$ cat src/rtl/scaler_frame_ctl.sv
// Frame/line sequencer for the separable bilinear scaler: drives one horizontal
// and one vertical scaler core and handshakes lines with the buffer and writer.
module scaler_frame_ctl #(
    parameter int C_W_WIDTH = 12,
    parameter int C_H_WIDTH = 12
) (
    input  logic                 clk,
    input  logic                 reset,
    input  logic                 start,
    input  logic                 abort,
    input  logic [C_W_WIDTH-1:0] cfg_s_width,
    input  logic [C_W_WIDTH-1:0] cfg_m_width,
    input  logic [C_H_WIDTH-1:0] cfg_s_height,
    input  logic [C_H_WIDTH-1:0] cfg_m_height,
    input  logic                 s_line_avail,
    input  logic                 m_line_ready,
    output logic [C_W_WIDTH-1:0] h_s_nbr,
    output logic [C_W_WIDTH-1:0] h_m_nbr,
    output logic [C_H_WIDTH-1:0] v_s_nbr,
    output logic [C_H_WIDTH-1:0] v_m_nbr,
    output logic                 h_core_resetn,
    output logic                 v_core_resetn,
    output logic                 h_enable,
    output logic                 v_enable,
    input  logic                 h_a_last,
    input  logic                 v_a_last,
    input  logic                 v_d_valid,
    input  logic                 v_s_advance,
    output logic                 s_line_pop,
    output logic                 m_line_done,
    output logic [C_H_WIDTH-1:0] out_line,
    output logic                 busy,
    output logic                 frame_done,
    output logic                 cfg_err
);

    typedef enum logic [2:0] {
        S_IDLE, S_CLR, S_VSTEP, S_VEVAL, S_HWAIT, S_HRUN, S_LEND, S_DONE
    } state_t;

    localparam logic [C_H_WIDTH-1:0] H_ONE = C_H_WIDTH'(1);

    state_t               state_reg, state_next;
    logic                 clr_cnt_reg;
    logic                 s_adv_reg;
    logic                 a_last_reg;
    logic                 cfg_err_reg;
    logic [C_H_WIDTH-1:0] out_line_reg;
    logic [C_W_WIDTH-1:0] h_s_nbr_reg, h_m_nbr_reg;
    logic [C_H_WIDTH-1:0] v_s_nbr_reg, v_m_nbr_reg;
    logic                 cfg_bad;
    logic                 start_ok;

    assign cfg_bad  = (cfg_s_width == '0) || (cfg_m_width == '0) ||
                      (cfg_s_height == '0) || (cfg_m_height == '0);
    assign start_ok = (state_reg == S_IDLE) && start && !cfg_bad;

    always_comb begin
        state_next    = state_reg;
        h_core_resetn = 1'b0;
        v_core_resetn = 1'b0;
        h_enable      = 1'b0;
        v_enable      = 1'b0;
        s_line_pop    = 1'b0;
        m_line_done   = 1'b0;
        frame_done    = 1'b0;
        case (state_reg)
            S_IDLE: begin
                if (start_ok)
                    state_next = S_CLR;
            end
            S_CLR: begin
                if (clr_cnt_reg)
                    state_next = S_VSTEP;
            end
            S_VSTEP: begin
                h_core_resetn = 1'b1;
                v_core_resetn = 1'b1;
                v_enable      = 1'b1;
                state_next    = S_VEVAL;
            end
            S_VEVAL: begin
                h_core_resetn = 1'b1;
                v_core_resetn = 1'b1;
                if (v_d_valid) begin
                    state_next = S_HWAIT;
                end else begin
                    // Source-only step: the line is consumed without producing output.
                    s_line_pop = 1'b1;
                    state_next = v_a_last ? S_DONE : S_VSTEP;
                end
            end
            S_HWAIT: begin
                h_core_resetn = 1'b1;
                v_core_resetn = 1'b1;
                if (s_line_avail)
                    state_next = S_HRUN;
            end
            S_HRUN: begin
                h_core_resetn = 1'b1;
                v_core_resetn = 1'b1;
                h_enable      = m_line_ready;
                if (m_line_ready && h_a_last)
                    state_next = S_LEND;
            end
            S_LEND: begin
                v_core_resetn = 1'b1;
                m_line_done   = 1'b1;
                s_line_pop    = s_adv_reg;
                state_next    = a_last_reg ? S_DONE : S_VSTEP;
            end
            S_DONE: begin
                frame_done = 1'b1;
                state_next = S_IDLE;
            end
            default: state_next = S_IDLE;
        endcase
        // Abort overrides any transition, including the end of a line in HRUN.
        if (state_reg != S_IDLE && abort) begin
            state_next = S_IDLE;
            frame_done = 1'b0;
        end
    end

    always_ff @(posedge clk or posedge reset) begin
        if (reset) begin
            state_reg    <= S_IDLE;
            clr_cnt_reg  <= 1'b0;
            s_adv_reg    <= 1'b0;
            a_last_reg   <= 1'b0;
            cfg_err_reg  <= 1'b0;
            out_line_reg <= '0;
            h_s_nbr_reg  <= '0;
            h_m_nbr_reg  <= '0;
            v_s_nbr_reg  <= '0;
            v_m_nbr_reg  <= '0;
        end else begin
            state_reg   <= state_next;
            cfg_err_reg <= (state_reg == S_IDLE) && start && cfg_bad;
            clr_cnt_reg <= (state_reg == S_CLR) ? ~clr_cnt_reg : 1'b0;
            if (start_ok) begin
                h_s_nbr_reg <= cfg_s_width;
                h_m_nbr_reg <= cfg_m_width;
                v_s_nbr_reg <= cfg_s_height;
                v_m_nbr_reg <= cfg_m_height;
            end
            if (state_reg == S_VEVAL) begin
                s_adv_reg  <= v_s_advance;
                a_last_reg <= v_a_last;
            end
            if (state_reg == S_CLR)
                out_line_reg <= '0;
            else if (state_reg == S_LEND && out_line_reg < v_m_nbr_reg - H_ONE)
                out_line_reg <= out_line_reg + H_ONE;
        end
    end

    assign h_s_nbr  = h_s_nbr_reg;
    assign h_m_nbr  = h_m_nbr_reg;
    assign v_s_nbr  = v_s_nbr_reg;
    assign v_m_nbr  = v_m_nbr_reg;
    assign out_line = out_line_reg;
    assign busy     = (state_reg != S_IDLE);
    assign cfg_err  = cfg_err_reg;

endmodule
$ cat config.mk
export PLATFORM = sky130hd
export DESIGN_NAME = scaler_frame_ctl
export DESIGN_NICKNAME = d
export VERILOG_FILES = /design/src/rtl/scaler_frame_ctl.sv
export SDC_FILE = /design/constraint.sdc
export NUM_CORES = 1
export LEC_CHECK = 0
export CORE_ASPECT_RATIO = 1.75
export CORE_MARGIN = 1
export CORE_UTILIZATION = 50
export CTS_BUF_LIST = sky130_fd_sc_hd__clkbuf_8
export DETAILED_ROUTE_END_ITERATION = 12
export GPL_ROUTABILITY_DRIVEN = 0
export MAX_ROUTING_LAYER = met4
export PLACE_DENSITY = 0.88
export SLEW_MARGIN = 10
export SYNTH_ARGS = -nofsm -noshare
export SYNTH_HDL_FRONTEND = slang
export SYNTH_SLANG_ARGS = --single-unit
$ cat constraint.sdc
create_clock -name clk -period 6.42 [get_ports clk]
set_clock_uncertainty 0.1 [all_clocks]
set_input_delay 1.284 -clock clk [delete_from_list [all_inputs] [get_ports clk]]
set_output_delay 1.284 -clock clk [all_outputs]
set_load 0.02 [all_outputs]
==> key figures, run 1 <==
Global routing
  • Largest net degree at the start of global routing: 68
  • All-layer global routing usage: 29.0%
  • Initial antenna violation count: 0
  • Number of global-route vias before repair: 3277
  • Grt ovf: 0
  • First-pass GRT wire length: between 15 and 20 mm

Logic synthesis
  • Synth Cell Area: roughly 3500 µm²
  • Average size of a mapped cell: between 10 and 15 µm²
  • Async set or reset register ratio after synthesis: 100%
  • Ys Warns: 0
  • Post-synth EDFFs: 0
  • Count of cell types in the netlist: 44
  • Main synth FF type: dfrtp_1
  • Mapped Cells: about 310
  • Sequential share of the synthesized area: roughly half
  • Post-synthesis register bit count: 67
  • Post-Syn Nets: 379

Worst hold path
  • WHS Endpoint: clr_cnt_reg
  • HP Class: reg -> reg
  • HP Start: clr_cnt_reg
  • Hold depth: 1

Timing
  • Slew headroom: roughly 43%
  • Tmin final: about 4 ns
  • Endpoints failing hold: 0
  • Max Slew Vio Count: 0
  • Slew @ Worst Pin: ~0.85 ns
  • Setup TNS: 0 ns
  • RSZ-0062 raised after global routing: false
  • Final period util: around 62%
  • Finish-stage setup viols: 0
  • Fmax achieved: between 200 and 300 MHz
  • Hold slack: ~0.33 ns
  • Final Worst Setup Slack: ~2.4 ns

Routing
  • Remaining DRCs: 0
  • Via/cell ratio: a little under 6
  • Via Count: between 3000 and 4000
  • Drt total wl: between 9 and 10 mm
  • Initial DRC count: around 160
  • WL/cell: 18.3 µm
  • Detailed Routing Iterations Pass 1: 5
  • Number of routed nets with antenna violations: 0

Power
  • Worst VDD drop: 0.346 mV
  • Leak Pwr: approximately 2.0 nW
  • Pwr Density: around 470 nW/µm²

CTS
  • Num Clock Sinks: 67
  • Clk_lat worst skew: between 0.3 and 0.4 ns
  • H-Tree Level Count: 3
  • Total CTS buffers: 9
  • Clk slew on worst S/H paths: around 0.07 ns
  • TritonCTS clock tree: yes
  • CTS Hold Bufs: 0
  • Cts repair resizes: 0
  • Postcts setup bufs: 0
  • Maximum buffer depth of the clock tree: 2
  • CTS root buffer: clkbuf_8

Worst setup path
  • Worst Path Required: slightly above 5 ns
  • Critical Path, Cell by Cell: clkdlybuf4s50_1, nor2_1, a21oi_1, nor2_1, clkdlybuf4s50_1
  • CP max stage cell: clkdlybuf4s50_1
  • WP buf/inv: 2
  • Critical path peak fanout: 4
  • CP Class: in -> out
  • Worst stage delay on the critical path: just over 0.6 ns
  • Setup crit end kind: primary output
  • FF-to-FF Start: v_m_nbr[3]
  • Critical R2R Capture: out_line[7]
  • R2r setup slk: about 3.0 ns
  • Worst path top cell family by delay: buffers and inverters
  • Startpoint types: input port
  • Worst r2r path cells: 11
  • Critical path data arrival time: between 2 and 3 ns

Job
  • Maxcap violations: 0

Layout
  • Ant diodes: 0
  • Fill cell count: about 450
  • Commonest non-fill, non-tap cells in the layout: clkdlybuf4s50_1 (126), dfrtp_1 (67), mux2_2 (49)
  • Area Growth Syn to Fin: 43.9%
  • Final Util: between 70% and 80%
  • Proportion of layout cells with a drive suffix above 1: between 10% and 20%
  • Layout net count: about 510
  • Fin cells: 521
  • Leading cell type in the layout, fill and taps excluded: clkdlybuf4s50_1

Place
  • Pre-CTS setup slack: between 2 and 2.5 ns
  • Buffers added on ports: around 130
  • Dpl cells: 505
  • Detailed Place HPWL: between 6 and 7 mm

Outcome
  • Status: finished, final reports clean

Floorplan
  • Height of the die: ~110 µm
  • Core area: 6640 µm²
  • Row count: 39
  • Die Area: about 7300 µm²
  • Die Wd: 65.2 µm
  • Starting Density: about 53%
  • Ports: 127
-- worst max-delay path by stage --
stage | startpoint | to | depth (start not counted) | slack (ns)
3_3_place_gp | v_d_valid | s_line_pop | 5 | 2.46
4_1_cts | v_d_valid | s_line_pop | 5 | 2.42
2_1_floorplan | v_d_valid | s_line_pop | 3 | 3.34
5_1_grt | v_d_valid | s_line_pop | 5 | 2.34
6_report | v_d_valid | s_line_pop | 5 | 2.42
3_5_place_dp | v_d_valid | s_line_pop | 5 | 2.42
-- where the power goes --
group / internal [mW] / switching, mW / total (mW)
clock: 0.214 / 0.165 / 0.379
sequential: 0.600 / 0.163 / 0.762
combinational: 0.626 / 0.603 / 1.23
-- cells in the mapped netlist, drive strengths merged (3+ instances only) --
master  number  area share [%]
nor2        13             1.5
dfrtp       67              48
nor2b        4            0.72
xor2         3            0.75
nand4        4            0.72
a21oi       15             2.2
o21ai        5            0.72
nand2b       4            0.72
or4          8             1.7
and3         5            0.90
inv          9            0.97
nor3        11             1.6
ha          16             5.7
xnor2        6             1.5
mux2i        4             1.1
nand3       15             2.2
buf          9             1.6
or3          3            0.54
nor4        13             2.3
mux2        50              16
nand2       12             1.3
o31ai        7             1.5
-- cell type report --
cell class | instances | area, µm² | share of cell area, %
Multi-Input combinational cell | 219 | 1720 | 34.3
Sequential cell | 67 | 1680 | 33.4
Timing Repair Buffer | 128 | 1280 | 25.4
Clock buffer | 9 | 124 | 2.47
Tap cell | 82 | 103 | 2.04
Clock inverter | 7 | 85.1 | 1.69
Inverter | 9 | 33.8 | 0.673
-- metal layers --
metal | wire length, µm | vias to the layer above | track usage, %
li1 | - | 1399 | -
met1 | 3590 | 1501 | 31.1
met2 | 5120 | 114 | 49.0
met3 | 507 | 26 | 6.20
met4 | 319 | 0 | 15.1
met5 | 0 | - | -
-- through the flow --
step           total power, mW  area (µm²)
2_1_floorplan             1.46        3490
3_3_place_gp              1.94        4810
3_5_place_dp              1.98        4810
4_1_cts                   2.38        5020
5_1_grt                   2.49        5020
6_report                  2.37        5020
-- cells by family (layout without fill, tap and decap cells) --
family	count (synthesis)	in the layout	synth area share, %
AOI/OAI and AO/OA	42	42	8.39
xor gates and xnor gates	9	9	2.26
adders and majority gates	16	16	5.74
buffers and inverters	19	153	2.72
DFF	67	67	48.0
muxes	54	54	17.3
and+or+nand+nor	98	98	15.6
(Power assumes the default switching activity.)
==> run 2, diff against run 1 <==
--- a/config.mk
+++ b/config.mk
@@ -7,12 +7,12 @@
 export LEC_CHECK = 0
 export CORE_ASPECT_RATIO = 1.75
 export CORE_MARGIN = 1
-export CORE_UTILIZATION = 50
+export CORE_UTILIZATION = 46
 export CTS_BUF_LIST = sky130_fd_sc_hd__clkbuf_8
 export DETAILED_ROUTE_END_ITERATION = 12
 export GPL_ROUTABILITY_DRIVEN = 0
 export MAX_ROUTING_LAYER = met4
-export PLACE_DENSITY = 0.88
+export PLACE_DENSITY = 0.82
 export SLEW_MARGIN = 10
 export SYNTH_ARGS = -nofsm -noshare
 export SYNTH_HDL_FRONTEND = slang
==> constraint.sdc (replaced) <==
create_clock -name clk -period 4.02 [get_ports clk]
set_clock_uncertainty 0.1 [all_clocks]
set_input_delay 0.804 -clock clk [delete_from_list [all_inputs] [get_ports clk]]
set_output_delay 0.804 -clock clk [all_outputs]
set_load 0.02 [all_outputs]
==> run 2 against run 1 <==
Against the previous run: final area grew 0.92%; total power grew 62%; sequential share of layout area decreased by 0.31 points; global-route usage decreased by 3.2 points; hold slack improved by 0.0092 ns; critical path depth increased by 6; register-to-register slack worse by 2.2 ns; via count down 2.2%; largest power group unchanged; highest routed layer unchanged.
==> key figures, run 2 (synthesized netlist as in run 1, its figures left out) <==
Outcome
  • Status: finished, final reports clean

Timing
  • Slew @ Worst Pin: ~0.8 ns
  • Max Slew Vio Count: 0
  • Finish-stage setup viols: 0
  • Tmin final: ~3.3 ns
  • Slew headroom: 46.9%
  • Fmax achieved: just over 300 MHz
  • Final Worst Setup Slack: between 0.7 and 0.8 ns
  • RSZ-0062 raised after global routing: false
  • Setup TNS: 0 ns
  • Final period util: 81.5%
  • Endpoints failing hold: 0

Worst setup path
  • Critical path peak fanout: 17
  • Crit path from: v_m_nbr[2]
  • CP Class: reg -> reg
  • Setup crit end kind: flop
  • Startpoint types: flop
  • Worst r2r path cells: 11
  • Critical path data arrival time: 3.46 ns
  • Worst Path Required: around 4.2 ns
  • R2r setup slk: 0.74 ns
  • Critical R2R Capture: out_line[10]
  • FF-to-FF Start: v_m_nbr[2]

Layout
  • Leading cell type in the layout, fill and taps excluded: clkdlybuf4s50_1
  • Ant diodes: 0
  • Final Util: about 70%
  • Commonest non-fill, non-tap cells in the layout: clkdlybuf4s50_1 (126), dfrtp_1 (67), mux2_2 (49)
  • Layout net count: around 510
  • Area Growth Syn to Fin: 45.2%
  • Proportion of layout cells with a drive suffix above 1: roughly 17%

Power
  • Pwr Density: about 760 nW/µm²
  • Design Power: 3.84 mW
  • Leak Pwr: between 2 and 2.5 nW
  • Worst VDD drop: 0.475 mV

CTS
  • Cts repair resizes: 0
  • Total CTS buffers: 9
  • CTS root buffer: clkbuf_8
  • Clk_lat worst skew: 0.35 ns
  • Clk slew on worst S/H paths: about 0.080 ns
  • H-Tree Level Count: 3
  • CTS Hold Bufs: 0
  • TritonCTS clock tree: yes
  • Maximum buffer depth of the clock tree: 2
  • Num Clock Sinks: 67
  • Postcts setup bufs: 0

Place
  • Detailed Place HPWL: approximately 7.0 mm
  • Buffers added on ports: approximately 130
  • Pre-CTS setup slack: 0.713 ns

Routing
  • Met2 Wirelength: between 4 and 5 mm
  • Detailed Routing Iterations Pass 1: 4
  • M1 wire length: ~3.3 mm
  • Highest routed layer: met4
  • Via/cell ratio: around 5.7
  • Remaining DRCs: 0
  • Initial DRC count: approximately 210
  • WL met3: between 500 and 600 µm
  • Via Count: a little under 3000
  • Number of routed nets with antenna violations: 0
  • Drt total wl: about 9 mm
  • WL/cell: about 17 µm

Floorplan
  • Die Wd: approximately 68 µm
  • Core area: 7280 µm²
  • Ports: 127
  • Die Area: about 8000 µm²
  • Starting Density: between 40% and 50%
  • Height of the die: approximately 120 µm
  • Row count: between 40 and 50

Global routing
  • First-pass GRT wire length: ~15 mm
  • All-layer global routing usage: about a quarter
  • Grt ovf: 0
  • Initial antenna violation count: 0
  • Largest net degree at the start of global routing: 40
  • Number of global-route vias before repair: around 3200

Worst hold path
  • HP Start: clr_cnt_reg
  • Hold depth: 1
  • WHS Endpoint: clr_cnt_reg
  • HP Class: reg -> reg

Job
  • Maxcap violations: 0
-- run 2: cell types whose count changed in the layout (fill, tap and decap cells not counted), sizes merged --
cell	previous run	this run
buf	2	3
clkbuf	9	10
bufinv	2	3
clkinv	2	0
-- run 2: per-stage QoR --
stage | hold slack [ns] | cells | instance area [µm²]
CTS | 0.340 | 526 | 5070
detailed placement | 0.331 | 510 | 4820
global placement | 0.316 | 510 | 4820
finish | 0.341 | 526 | 5070
global route | 0.372 | 526 | 5070
floorplan | 0.303 | 305 | 3490
-- run 2: worst max-delay path by stage --
| stage | end | slack (ns) | depth (start not counted) |
|---|---|---|---|
| 6_report | out_line[10] | 0.74 | 11 |
| 5_1_grt | out_line[10] | 0.44 | 11 |
| 4_1_cts | out_line[10] | 0.71 | 12 |
| 3_5_place_dp | out_line[10] | 0.71 | 12 |
| 3_3_place_gp | v_m_nbr[3] | 0.84 | 7 |
| 2_1_floorplan | out_line[11] | 1.06 | 11 |
-- run 2: cell type report --
class / count / area (µm²)
flip-flops and latches: 67 / 1680
repair buffers: 129 / 1280
fillers: 555 / 2220
clock buffers: 10 / 138
clock inverters: 6 / 105
multi-input cells: 219 / 1720
well taps: 86 / 108
inverters: 9 / 33.8
-- run 2: power by group --
group	switching [mW]	leakage (nW)	total [mW]	internal, mW
combinational	0.948	1.12	1.95	1.00
clock	0.253	0.125	0.677	0.424
sequential	0.253	0.821	1.21	0.958
-- run 2: worst max-delay path: stages, from the launching register on --
cell      delay (ns)
dfrtp_1         0.43
nor2_1          0.14
nand3_1         0.10
or3_1           0.37
nor4_1          0.26
xnor2_1         0.16
ha_1            0.26
a211o_1         0.26
o211ai_1        0.13
nand3b_2        0.29
or4_1           0.55
a21oi_1         0.16
-- run 2: metal layers --
| layer | up-vias | global-route usage [%] |
|---|---|---|
| met5 | - | - |
| met4 | 0 | 13.5 |
| met3 | 27 | 6.40 |
| met2 | 112 | 43.4 |
| met1 | 1432 | 27.2 |
| li1 | 1401 | - |
==> run 3, diff against run 2 <==
==> constraint.sdc (replaced) <==
create_clock -name clk -period 3.1 [get_ports clk]
set_clock_uncertainty 0.1 [all_clocks]
set_input_delay 0.62 -clock clk [delete_from_list [all_inputs] [get_ports clk]]
set_output_delay 0.62 -clock clk [all_outputs]
set_load 0.02 [all_outputs]
==> run 3 against run 2 <==
Against the previous run: the flow now finishes with violations (setup timing); setup slack got worse by 0.80 ns; global-route usage rose by 0.21 points; first-iteration DRC count rose by 32%; hold slack improved by 0.0014 ns; final cell count rose by 3.2%; sequential share of layout area fell by 1.9 points; final area rose by 6.0%; flip-flop and latch count did not move; count of clock-buffer cells in the layout rose by 1; critical path depth rose by 1; highest routed layer unchanged.
==> key figures, run 3 (synthesized netlist as in run 1, its figures left out) <==
Outcome
  • Status: complete, but fails checks
  • Failing checks: setup timing

Worst setup path
  • Setup crit end kind: flop
  • Worst Path Required: roughly 3.3 ns
  • Worst path top cell family by delay: simple AND/OR/NAND/NOR gates
  • Critical Path, Cell by Cell: nor2_2, nand3_2, or3_4, nor4_4, xnor2_1, ha_1, a211o_1, o211ai_1, buf_4, nand3b_4, or4_1, a21oi_1
  • CP Class: reg -> reg
  • Critical path peak fanout: 5
  • Startpoint types: flop
  • CP max stage cell: or4_1
  • Crit path from: v_m_nbr[3]
  • Worst stage delay on the critical path: between 0.5 and 0.6 ns
  • FF-to-FF Start: v_m_nbr[3]
  • WP buf/inv: 1
  • Critical path data arrival time: roughly 3.3 ns

Layout
  • Proportion of layout cells with a drive suffix above 1: between 20% and 30%
  • Ant diodes: 0
  • Final Util: about three quarters
  • Commonest non-fill, non-tap cells in the layout: clkdlybuf4s50_1 (126), dfrtp_1 (67), mux2_2 (49)
  • Fill cell count: 516
  • Leading cell type in the layout, fill and taps excluded: clkdlybuf4s50_1
  • Layout net count: around 530
  • Fin cells: around 540
  • Area Growth Syn to Fin: 53.9%

Power
  • Design Power: ~5.2 mW
  • Pwr Density: just under 1000 nW/µm²
  • Worst VDD drop: ~0.71 mV
  • Leak Pwr: about 2.2 nW

Routing
  • Via/cell ratio: between 5 and 6
  • Number of routed nets with antenna violations: 0
  • Detailed Routing Iterations Pass 1: 5
  • Initial DRC count: 275
  • Via Count: 3178
  • WL/cell: ~18 µm
  • Remaining DRCs: 0
  • Drt total wl: ~9.9 mm

Timing
  • RSZ-0062 raised after global routing: true
  • Slew headroom: 60.2%
  • Finish-stage setup viols: 4
  • Max Slew Vio Count: 0
  • Endpoints failing hold: 0
  • Tmin final: ~3.2 ns
  • Fmax achieved: ~320 MHz
  • Final period util: 102%
  • Slew @ Worst Pin: between 0.5 and 0.6 ns
  • Final Worst Setup Slack: -0.0559 ns

Floorplan
  • Starting Density: approximately 48%
  • Row count: 41
  • Die Area: 7950 µm²
  • Die Wd: slightly below 70 µm
  • Height of the die: around 120 µm
  • Ports: 127
  • Core area: ~7300 µm²

Global routing
  • Initial antenna violation count: 0
  • All-layer global routing usage: between 20% and 30%
  • Number of global-route vias before repair: approximately 3200
  • First-pass GRT wire length: 14.8 mm
  • Grt ovf: 0
  • Largest net degree at the start of global routing: 43

Place
  • Buffers added on ports: around 130
  • Detailed Place HPWL: 7.02 mm
  • Dpl cells: about 520

CTS
  • H-Tree Level Count: 3
  • Clk slew on worst S/H paths: approximately 0.080 ns
  • Clk_lat worst skew: between 0.3 and 0.4 ns
  • CTS root buffer: clkbuf_8
  • Num Clock Sinks: between 60 and 70
  • Total CTS buffers: 9
  • TritonCTS clock tree: yes
  • CTS Hold Bufs: 0
  • Maximum buffer depth of the clock tree: 2

Job
  • Maxcap violations: 0

Worst hold path
  • HP Class: reg -> reg
  • HP Start: clr_cnt_reg
## run 3: final cells by class
type	instances	area [µm²]	area share [%]
multi-input combinational	221	1870	34.9
sequential	67	1680	31.2
timing repair buffer	144	1440	26.8
clock buffer	11	151	2.82
tap	86	108	2.00
clock inverter	5	85.1	1.58
inverter	9	33.8	0.629
## run 3: where the power goes
part | switching [mW] | internal (mW)
registers | 0.280 | 1.24
clock network | 0.346 | 0.499
logic | 1.37 | 1.43
## run 3: layer usage
| layer | GRT usage (%) | part of all wire, % | vias to the layer above |
|---|---|---|---|
| li1 | - | - | 1441 |
| met2 | 44.2 | 54 | 143 |
| met1 | 26.9 | 36 | 1559 |
| met3 | 6.98 | 6.1 | 35 |
| met4 | 13.1 | 4.0 | 0 |
| met5 | - | 0 | - |
## run 3: what timing repair did
item | 4_1_cts | 5_1_grt
endpoints found under the setup margin | 10 | 10
hold endpoints to repair | 0 | 0
gates resized for setup | 5 | 21
setup buffers | 2 | 2
pin swaps | 0 | 4
gates cloned | 0 | 2
## run 3: per-stage QoR
step | setup slack [ns] | area (µm²) | hold slack [ns] | setup TNS [ns]
CTS | 0.00808 | 5230 | 0.342 | 0
global placement | 0.0981 | 4940 | 0.314 | 0
finish | -0.0559 | 5370 | 0.343 | -0.135
detailed placement | -0.0742 | 4940 | 0.333 | -0.476
global route | -0.222 | 5370 | 0.357 | -1.30
floorplan | 0.136 | 3490 | 0.303 | 0
## run 3: path summary, 6_finish.rpt
path,end,slack [ns],cells after the start
min in group asynchronous,v_s_nbr[5],0.55,2
min reg2reg,clr_cnt_reg,0.34,1
max reg2reg,out_line[7],-0.06,12
max,out_line[7],-0.06,12
min,clr_cnt_reg,0.34,1
max in group asynchronous,out_line[2],1.73,3
